### config.mk
export PLATFORM = sky130hd
export DESIGN_NAME = cte_sched
export DESIGN_NICKNAME = d
export VERILOG_FILES = /design/src/rtl/cte_sched.sv
export SDC_FILE = /design/constraint.sdc
export NUM_CORES = 1
export LEC_CHECK = 0
export CORE_ASPECT_RATIO = 0.75
export CORE_UTILIZATION = 40
export CTS_CLUSTER_DIAMETER = 150
export DETAILED_ROUTE_END_ITERATION = 8
export PLACE_DENSITY_LB_ADDON = 0.05
export SYNTH_ARGS = -nofsm -noshare
export SYNTH_HDL_FRONTEND = slang
export SYNTH_SLANG_ARGS = --single-unit
### constraint.sdc
create_clock -name clk -period 9.6 [get_ports clk]
set_clock_uncertainty 0.05 [all_clocks]
set_input_delay 1.92 -clock clk [delete_from_list [all_inputs] [get_ports clk]]
set_output_delay 1.92 -clock clk [all_outputs]
set_load 0.03 [all_outputs]
### src/rtl/cte_sched.sv
// rtl/cte_sched.sv - round-robin scheduler sharing one CTE colour-transform core between an RGB and a YUV requester
//
// Channel A streams RGB pixels for RGB->YUV 4:2:2 (core mode 1).
// Channel B streams U,Y,V,Y samples for YUV->RGB (core mode 0).
// The core is granted to one channel at a time, in whole-group bursts.
// Between grants the core pipeline is drained and the core mode is switched.
//
// Ports:
//   clk, reset            clock (rising edge), asynchronous active-low reset
//   a_req/a_rgb/a_ready   channel A pixel input handshake
//   a_yuv/a_yuv_valid     channel A result bytes
//   b_req/b_yuv/b_ready   channel B sample input handshake
//   b_rgb/b_rgb_valid     channel B result pixels
//   cte_*                 connection to the shared CTE core
//   grant                 current owner: 00 none, 01 A, 10 B
//   err                   sticky protocol / drain-timeout error
module cte_sched #(
  parameter int BURST     = 8,
  parameter int DRAIN_MAX = 16
) (
  input  logic        clk,
  input  logic        reset,
  input  logic        a_req,
  input  logic [23:0] a_rgb,
  output logic        a_ready,
  output logic [7:0]  a_yuv,
  output logic        a_yuv_valid,
  input  logic        b_req,
  input  logic [7:0]  b_yuv,
  output logic        b_ready,
  output logic [23:0] b_rgb,
  output logic        b_rgb_valid,
  output logic        cte_op_mode,
  output logic        cte_in_en,
  output logic [23:0] cte_rgb_in,
  output logic [7:0]  cte_yuv_in,
  input  logic        cte_busy,
  input  logic        cte_out_valid,
  input  logic [23:0] cte_rgb_out,
  input  logic [7:0]  cte_yuv_out,
  output logic [1:0]  grant,
  output logic        err
);

  localparam int PW = $clog2(4 * BURST + 1);
  localparam int GW = $clog2(BURST + 1);
  localparam int TW = $clog2(DRAIN_MAX + 1);
  localparam logic [PW-1:0] PEND_MAX = PW'(4 * BURST);

  typedef enum logic [1:0] {S_IDLE, S_SWITCH, S_RUN, S_DRAIN} state_t;

  state_t        state_q, state_nxt;
  logic [1:0]    grant_q, grant_nxt;
  logic          op_q, op_nxt;
  logic          last_b_q, last_b_nxt;   // 1: B was served last, so A wins a tie
  logic [1:0]    samp_q, samp_nxt;
  logic [GW-1:0] grp_q, grp_nxt;
  logic [PW-1:0] pend_q, pend_nxt;
  logic [TW-1:0] tmr_q, tmr_nxt;
  logic          err_q, err_nxt;

  logic          own_a, own_b, own_req, in_run, in_busy_state;
  logic          a_acc, b_acc, in_acc, out_ok;
  logic          pick_a, pend_add;
  logic [1:0]    samp_last;
  logic [PW:0]   pend_sum;

  // State register
  always_ff @(posedge clk or negedge reset) begin
    if (!reset) begin
      state_q  <= S_IDLE;
      grant_q  <= 2'b00;
      op_q     <= 1'b0;
      last_b_q <= 1'b1;
      samp_q   <= 2'd0;
      grp_q    <= '0;
      pend_q   <= '0;
      tmr_q    <= '0;
      err_q    <= 1'b0;
    end else begin
      state_q  <= state_nxt;
      grant_q  <= grant_nxt;
      op_q     <= op_nxt;
      last_b_q <= last_b_nxt;
      samp_q   <= samp_nxt;
      grp_q    <= grp_nxt;
      pend_q   <= pend_nxt;
      tmr_q    <= tmr_nxt;
      err_q    <= err_nxt;
    end
  end

  // Output / datapath decode
  always_comb begin
    own_a         = (grant_q == 2'b01);
    own_b         = (grant_q == 2'b10);
    own_req       = own_a ? a_req : b_req;
    in_run        = (state_q == S_RUN);
    in_busy_state = (state_q == S_RUN) || (state_q == S_DRAIN);

    a_ready   = in_run && own_a && !cte_busy;
    b_ready   = in_run && own_b && !cte_busy;
    a_acc     = a_req && a_ready;
    b_acc     = b_req && b_ready;
    in_acc    = a_acc || b_acc;
    cte_in_en = in_acc;

    cte_rgb_in = (in_run && own_a) ? a_rgb : 24'd0;
    cte_yuv_in = (in_run && own_b) ? b_yuv : 8'd0;

    // A result that nobody is waiting for is swallowed here and flagged via err.
    out_ok      = cte_out_valid && in_busy_state && (pend_q != '0);
    a_yuv_valid = out_ok && own_a;
    b_rgb_valid = out_ok && own_b;
    a_yuv       = a_yuv_valid ? cte_yuv_out : 8'd0;
    b_rgb       = b_rgb_valid ? cte_rgb_out : 24'd0;

    cte_op_mode = op_q;
    grant       = grant_q;
    err         = err_q;
  end

  // Next-state logic
  always_comb begin
    state_nxt  = state_q;
    grant_nxt  = grant_q;
    op_nxt     = op_q;
    last_b_nxt = last_b_q;
    samp_nxt   = samp_q;
    grp_nxt    = grp_q;
    tmr_nxt    = tmr_q;
    err_nxt    = err_q;
    pick_a     = 1'b0;
    samp_last  = own_a ? 2'd1 : 2'd3;

    // Each A pixel yields two result bytes; each full B group yields two pixels.
    pend_add = a_acc || (b_acc && (samp_q == 2'd3));
    pend_sum = {1'b0, pend_q} + (pend_add ? (PW+1)'(2) : (PW+1)'(0)) - (PW+1)'(out_ok);
    if (pend_sum > {1'b0, PEND_MAX}) pend_nxt = PEND_MAX;
    else                             pend_nxt = pend_sum[PW-1:0];

    if (cte_out_valid && !out_ok) err_nxt = 1'b1;

    case (state_q)
      S_IDLE: begin
        if (a_req || b_req) begin
          pick_a    = a_req && (!b_req || last_b_q);
          grant_nxt = pick_a ? 2'b01 : 2'b10;
          // A needs mode 1 and B mode 0, so the mode equals pick_a.
          state_nxt = (pick_a != op_q) ? S_SWITCH : S_RUN;
        end
      end
      S_SWITCH: begin
        op_nxt    = own_a;
        state_nxt = S_RUN;
      end
      S_RUN: begin
        if (in_acc) begin
          if (samp_q == samp_last) begin
            samp_nxt = 2'd0;
            grp_nxt  = grp_q + GW'(1);
            if (grp_q == GW'(BURST - 1)) state_nxt = S_DRAIN;
          end else begin
            samp_nxt = samp_q + 2'd1;
          end
        end else if (!own_req && (samp_q == 2'd0)) begin
          // Only release on a group boundary; mid-group the grant is held.
          state_nxt = S_DRAIN;
        end
      end
      S_DRAIN: begin
        if (pend_nxt == '0) begin
          state_nxt  = S_IDLE;
          last_b_nxt = own_b;
          grant_nxt  = 2'b00;
          samp_nxt   = 2'd0;
          grp_nxt    = '0;
          tmr_nxt    = '0;
        end else if (cte_out_valid) begin
          tmr_nxt = '0;
        end else if (tmr_q == TW'(DRAIN_MAX - 1)) begin
          err_nxt    = 1'b1;
          pend_nxt   = '0;
          state_nxt  = S_IDLE;
          last_b_nxt = own_b;
          grant_nxt  = 2'b00;
          samp_nxt   = 2'd0;
          grp_nxt    = '0;
          tmr_nxt    = '0;
        end else begin
          tmr_nxt = tmr_q + TW'(1);
        end
      end
      default: state_nxt = S_IDLE;
    endcase
  end

endmodule

# Word-level counts from Yosys, hierarchy flattened
# Index checks and enable logic that the tools add are counted.
# totals
ram_bits,0
mem_count,0
mem_bits_ro,0
latchBits,0
word_cells,114
in_bits,70
register_bits,24
output_inout_bits,73
# classes
shifts,0
order_cmp,1
n_mul,0
add_sub_neg,5
bitwise,0
eq_ne,19
reduce_logical,35
div_mod_pow,0
mux,45
# op_table
operator,count
$mux 24,2
$mux 2,15
$mux 6,5
$mux 4,5
$mux 8,2
$mux 5,3
$logic_and 1x1->1,14
$ne 3x2->1 const B,4
$mux 1,9
$eq 2x2->1 const B,4
$pmux 2 s2,2
$pmux 2 s4,1
$pmux 4 s2,1
$reduce_and 4->1,2
$add 6x2->7,1
$gt 7x6->1 const B,1
$sub 7x1->7,1
$logic_not 6->1,1
$reduce_and 6->1,1
$reduce_bool 2->1,3
$reduce_bool 6->1,1
$add 5x1->5 const B,1
$eq 5x4->1 const B,1
$logic_or 1x1->1,5
other kinds (13),20

# Logic depth before layout (Yosys ltp)
# depth
ltp_word,15
depth_mapped,17
depth_no_buf,16

# Least setup slack after synthesis
# Ideal clock, no wire load.
# synth_path
path_type,input-to-reg
startpoint,in b_req
endpoint,reg state_q[1]
setup_time_ps,127
arrival_time_ps,5034
setup_slack_ps,4389
n_path_buf,0
stages,14
t_required_ps,9423
cell_sequence,nand3b_1 -> a211o_1 -> inv_1 -> nand2b_1 -> ha_1 -> inv_1 -> ha_1 -> fa_1 -> nor2b_1 -> o22a_2 -> xor2_1 -> a311oi_2 -> and3b_2 -> mux2_1
# synth_between
elab_cells_between_ends,30
classes_between,add/sub: 2; order compare: 1; eq/ne: 7; mux: 8; reduce/logical: 12
# synth_lines
item,line_no,text
start: declaration,28,"input logic b_req,"
$logic_and 1x1->1 (*),104,b_acc = b_req && b_ready;
$logic_or 1x1->1 (*),105,in_acc = a_acc || b_acc;
net cte_in_en,34,"output logic cte_in_en,"
$ne 3x2->1 (no source line) / $mux 2 (equally long branches),-,
$reduce_and 6->1 (no source line) / $pmux 2 s4 (equally long branches),-,
end signal: assignment,81,state_q <= state_nxt;
end: declaration,52,"state_t state_q, state_nxt;"
# The timed path passes the listed nets; every way through them passes the cells marked *. The select of a mux whose other input is x is not followed.
# A chain may end at the register's enable or synchronous reset.

# Worst setup path in the final report
# layout_path
startpoint,in cte_out_valid
endpoint,out b_rgb[14]
# layout_between
elab_chain_cells,4
# layout_lines
item,line_no,text
start: declaration,38,"input logic cte_out_valid,"
$logic_and 1x1->1 (2 in series),112,out_ok = cte_out_valid && in_busy_state && (pend_q != '0);
$logic_and 1x1->1,114,b_rgb_valid = out_ok && own_b;
$mux 24,116,b_rgb = b_rgb_valid ? cte_rgb_out : 24'd0;
end: declaration,31,"output logic [23:0] b_rgb,"
# No other way between the ends.

==> metrics.cfg <==
[yosys]
syn-cell-area_um2=2190
synth-xor-area-share=0.0160
synth_edf_count=0
synthArstFlopShare=1.00
synth-compound-area-share=0.161
avgSynthCellArea_um2=8.36
yosys.area.top_type_share=0.263
synthMuxAreaShare=0.0314
synth_most_common_cell=and3_1
synth.largest_area_cell=dfrtp_1
yosys-top-cells-area=dfrtp_1 26%, and3_1 19%, ha_1 10%
ys_seq_elements=24
synthSimpleGateAreaFrac=0.338
syn_nets=351
synth_cells=262
yosys-top-cells-count=66 x and3_1, 23 x dfrtp_1, 21 x inv_1, 18 x ha_1, 15 x o21ai_0
synth_warnings=0
synth_ff_type=dfrtp_1
yosysSeqAreaShare=0.275
synth_top_family_by_area=simple AND/OR/NAND/NOR gates
yosysUniqueCellTypes=54
synthAdderAreaFrac=0.117

[critical_path]
crit_slowest_cell=clkdlybuf4s50_1
crit_top_cell=clkdlybuf4s50_1
worstPathCellList=clkdlybuf4s50_1 -> o21ai_0 -> a41o_1 -> inv_1 -> and3_1 -> clkdlybuf4s50_1
worstSetupStartpointType=primary input
cp_top_family=buffers and inverters
end_kind=output pin
reg2reg_slack_ns=4.99
r2r_end=state_q[1]
cp_data_required_time_ns=7.63
worstSetupPathType=in -> out
crit_buf_inv=3
worstRegToRegCells=14
worst-path-max-fanout=35
reg2reg_from=state_q[1]
critical-path-max-stage-delay_ns=0.69
crit_arrival_ns=4.40

[clock_network]
clockRootBuffer=clkbuf_8
htree_levels=1
clk_latency_ns=0.27
cts_setup_buffers=0
cts.clk_slew.worst_paths_ns=0.08
postCtsResizedCells=0
cts_buffer_depth=2
cts_sinks=24
ctsHoldBuffers=0
cts_tree=done
cts_buffers=3

[timing]
slew_headroom=0.289
finalSetupViolCount=0
rsz0062_at_grt=no
min_period_ns=6.37
hold_viol_final=0
maxSlewViolCount=0
fin_crit_sh=0.664
tns_ns=0
tightest_slew_ns=1.06
fmax_mhz=157

[job]
cap_violations=0

[final_layout]
antennaDiodeCount=0
drive_gt1_frac=0.0505
final_cells=468
syn2layout_area_growth_pct=69.6
nNetsFinal=486
fin_util=0.733
fillers=421

[floorplan]
die-height_um=66.1
start_util=0.432
die-area_um2=5780
rows=22
die_x_um=87.4
ioPinCount=143
core-area_um2=5060

[grt]
grt_max_degree=39
grt_overflow=0
grt_antenna_before_repair=0
first_global_vias=2151
grt_pass1_wl_um=10800
grt_usage=0.240

[status]
outcome=complete, no violations

[route]
drcViolationCount=0
drt_iter0_drc=106
dr.pass1.iters=4
routed_wirelength_um=7140
ant_nets=0
viasPerCell=5.13
wl_per_cell_um=15.3
vias=2399

[pwr]
total_power_uw=843
powerDensity_nw_per_um2=227
ir_worst_vdd_mv=0.225
p_leak_nw=1.74

[worst_hold_path]
hold_start=err
worstHoldEndpoint=err
holdPathStages=2
hold_path_class=reg -> reg

[placement]
place.gp.congestion=0.799
dp_cells=464
portBuffers=142
dpl.hpwl_um=5690

layout make-up:
cell class                 count  area, µm²  area share
clock buffer                   4       45.0      0.0121
timing repair buffer         145       1440       0.389
sequential                    24        602       0.162
multi-input combinational    202       1450       0.392
inverter                      21       78.8      0.0212
tap                           72       90.1      0.0243
flip-flops by register name (all words and copies together), names as in the netlist:
register / count
grp_q: 4
last_b_q: 1
cte_op_mode: 1
tmr_q: 5
grant: 2
state_q: 2
err: 1
pend_q: 6
samp_q: 2
routing by layer:
metal | part of all wire | routed length, µm | GRT usage
met2 | 0.50 | 3580 | 0.421
met4 | 0.0098 | 70 | 0.0471
met1 | 0.43 | 3090 | 0.306
met5 | 0 | 0 | 0
met3 | 0.056 | 402 | 0.0474
power breakdown:
part,switching (mW),internal (mW),total (mW)
clock,0.0315,0.0297,0.0611
sequential,0.0354,0.142,0.177
combinational,0.345,0.260,0.605
total,0.412,0.431,0.843
cell families (layout without fill, tap and decap cells):
logic type,Yosys count,in the layout
buffers and inverters,36,170
and+or+nand+nor,125,125
muxes,6,6
adders and majority gates,20,20
AOI/OAI and AO/OA,47,47
DFF,24,24
xor gates and xnor gates,4,4
worst max-delay path by stage:
stage	startpoint	end	slack, ns	depth (start not counted)
floorplan	b_req	state_q[1]	4.39	14
global placement	cte_out_valid	b_rgb[10]	3.31	6
detailed placement	cte_out_valid	b_rgb[15]	3.25	6
CTS	cte_out_valid	b_rgb[14]	3.25	6
global route	cte_out_valid	b_rgb[14]	3.09	6
finish	cte_out_valid	b_rgb[14]	3.23	6
cells in the final DEF (no fill, tap or decap), drive strengths merged, types with 2 or more instances in the layout:
cell type | netlist | layout
nor3b | 2 | 2
a211o | 2 | 2
dfrtp | 23 | 23
a31oi | 2 | 2
xor2 | 2 | 2
buf | 1 | 3
nand3b | 3 | 3
nand2b | 5 | 5
nor2 | 11 | 11
clkbuf | 14 | 4
and3b | 3 | 3
nor2b | 5 | 5
nand3 | 6 | 6
mux2i | 2 | 2
o21a | 2 | 2
inv | 21 | 21
or2 | 2 | 2
xnor2 | 2 | 2
nand2 | 10 | 10
clkdlybuf4s50 | 0 | 142
a21oi | 7 | 7
o2bb2ai | 3 | 3
mux2 | 4 | 4
nor3 | 4 | 4
o21ai | 16 | 16
o311ai | 2 | 2
and2 | 4 | 4
ha | 18 | 18
and3 | 67 | 67
worst min-delay path, cell delays in order, from the launching register on:
cell and delay (ns):
dfrtp_1 0.36, a21oi_1 0.04, o21ai_0 0.06
stage by stage:
step | hold WS, ns | worst slack (ns) | instance area (µm²)
detailed placement | 0.430 | 3.25 | 3670
global placement | 0.425 | 3.31 | 3670
global route | 0.466 | 3.09 | 3710
finish | 0.443 | 3.23 | 3710
CTS | 0.449 | 3.25 | 3710
floorplan | 0.428 | 4.39 | 2190
(Power assumes the default switching activity.)
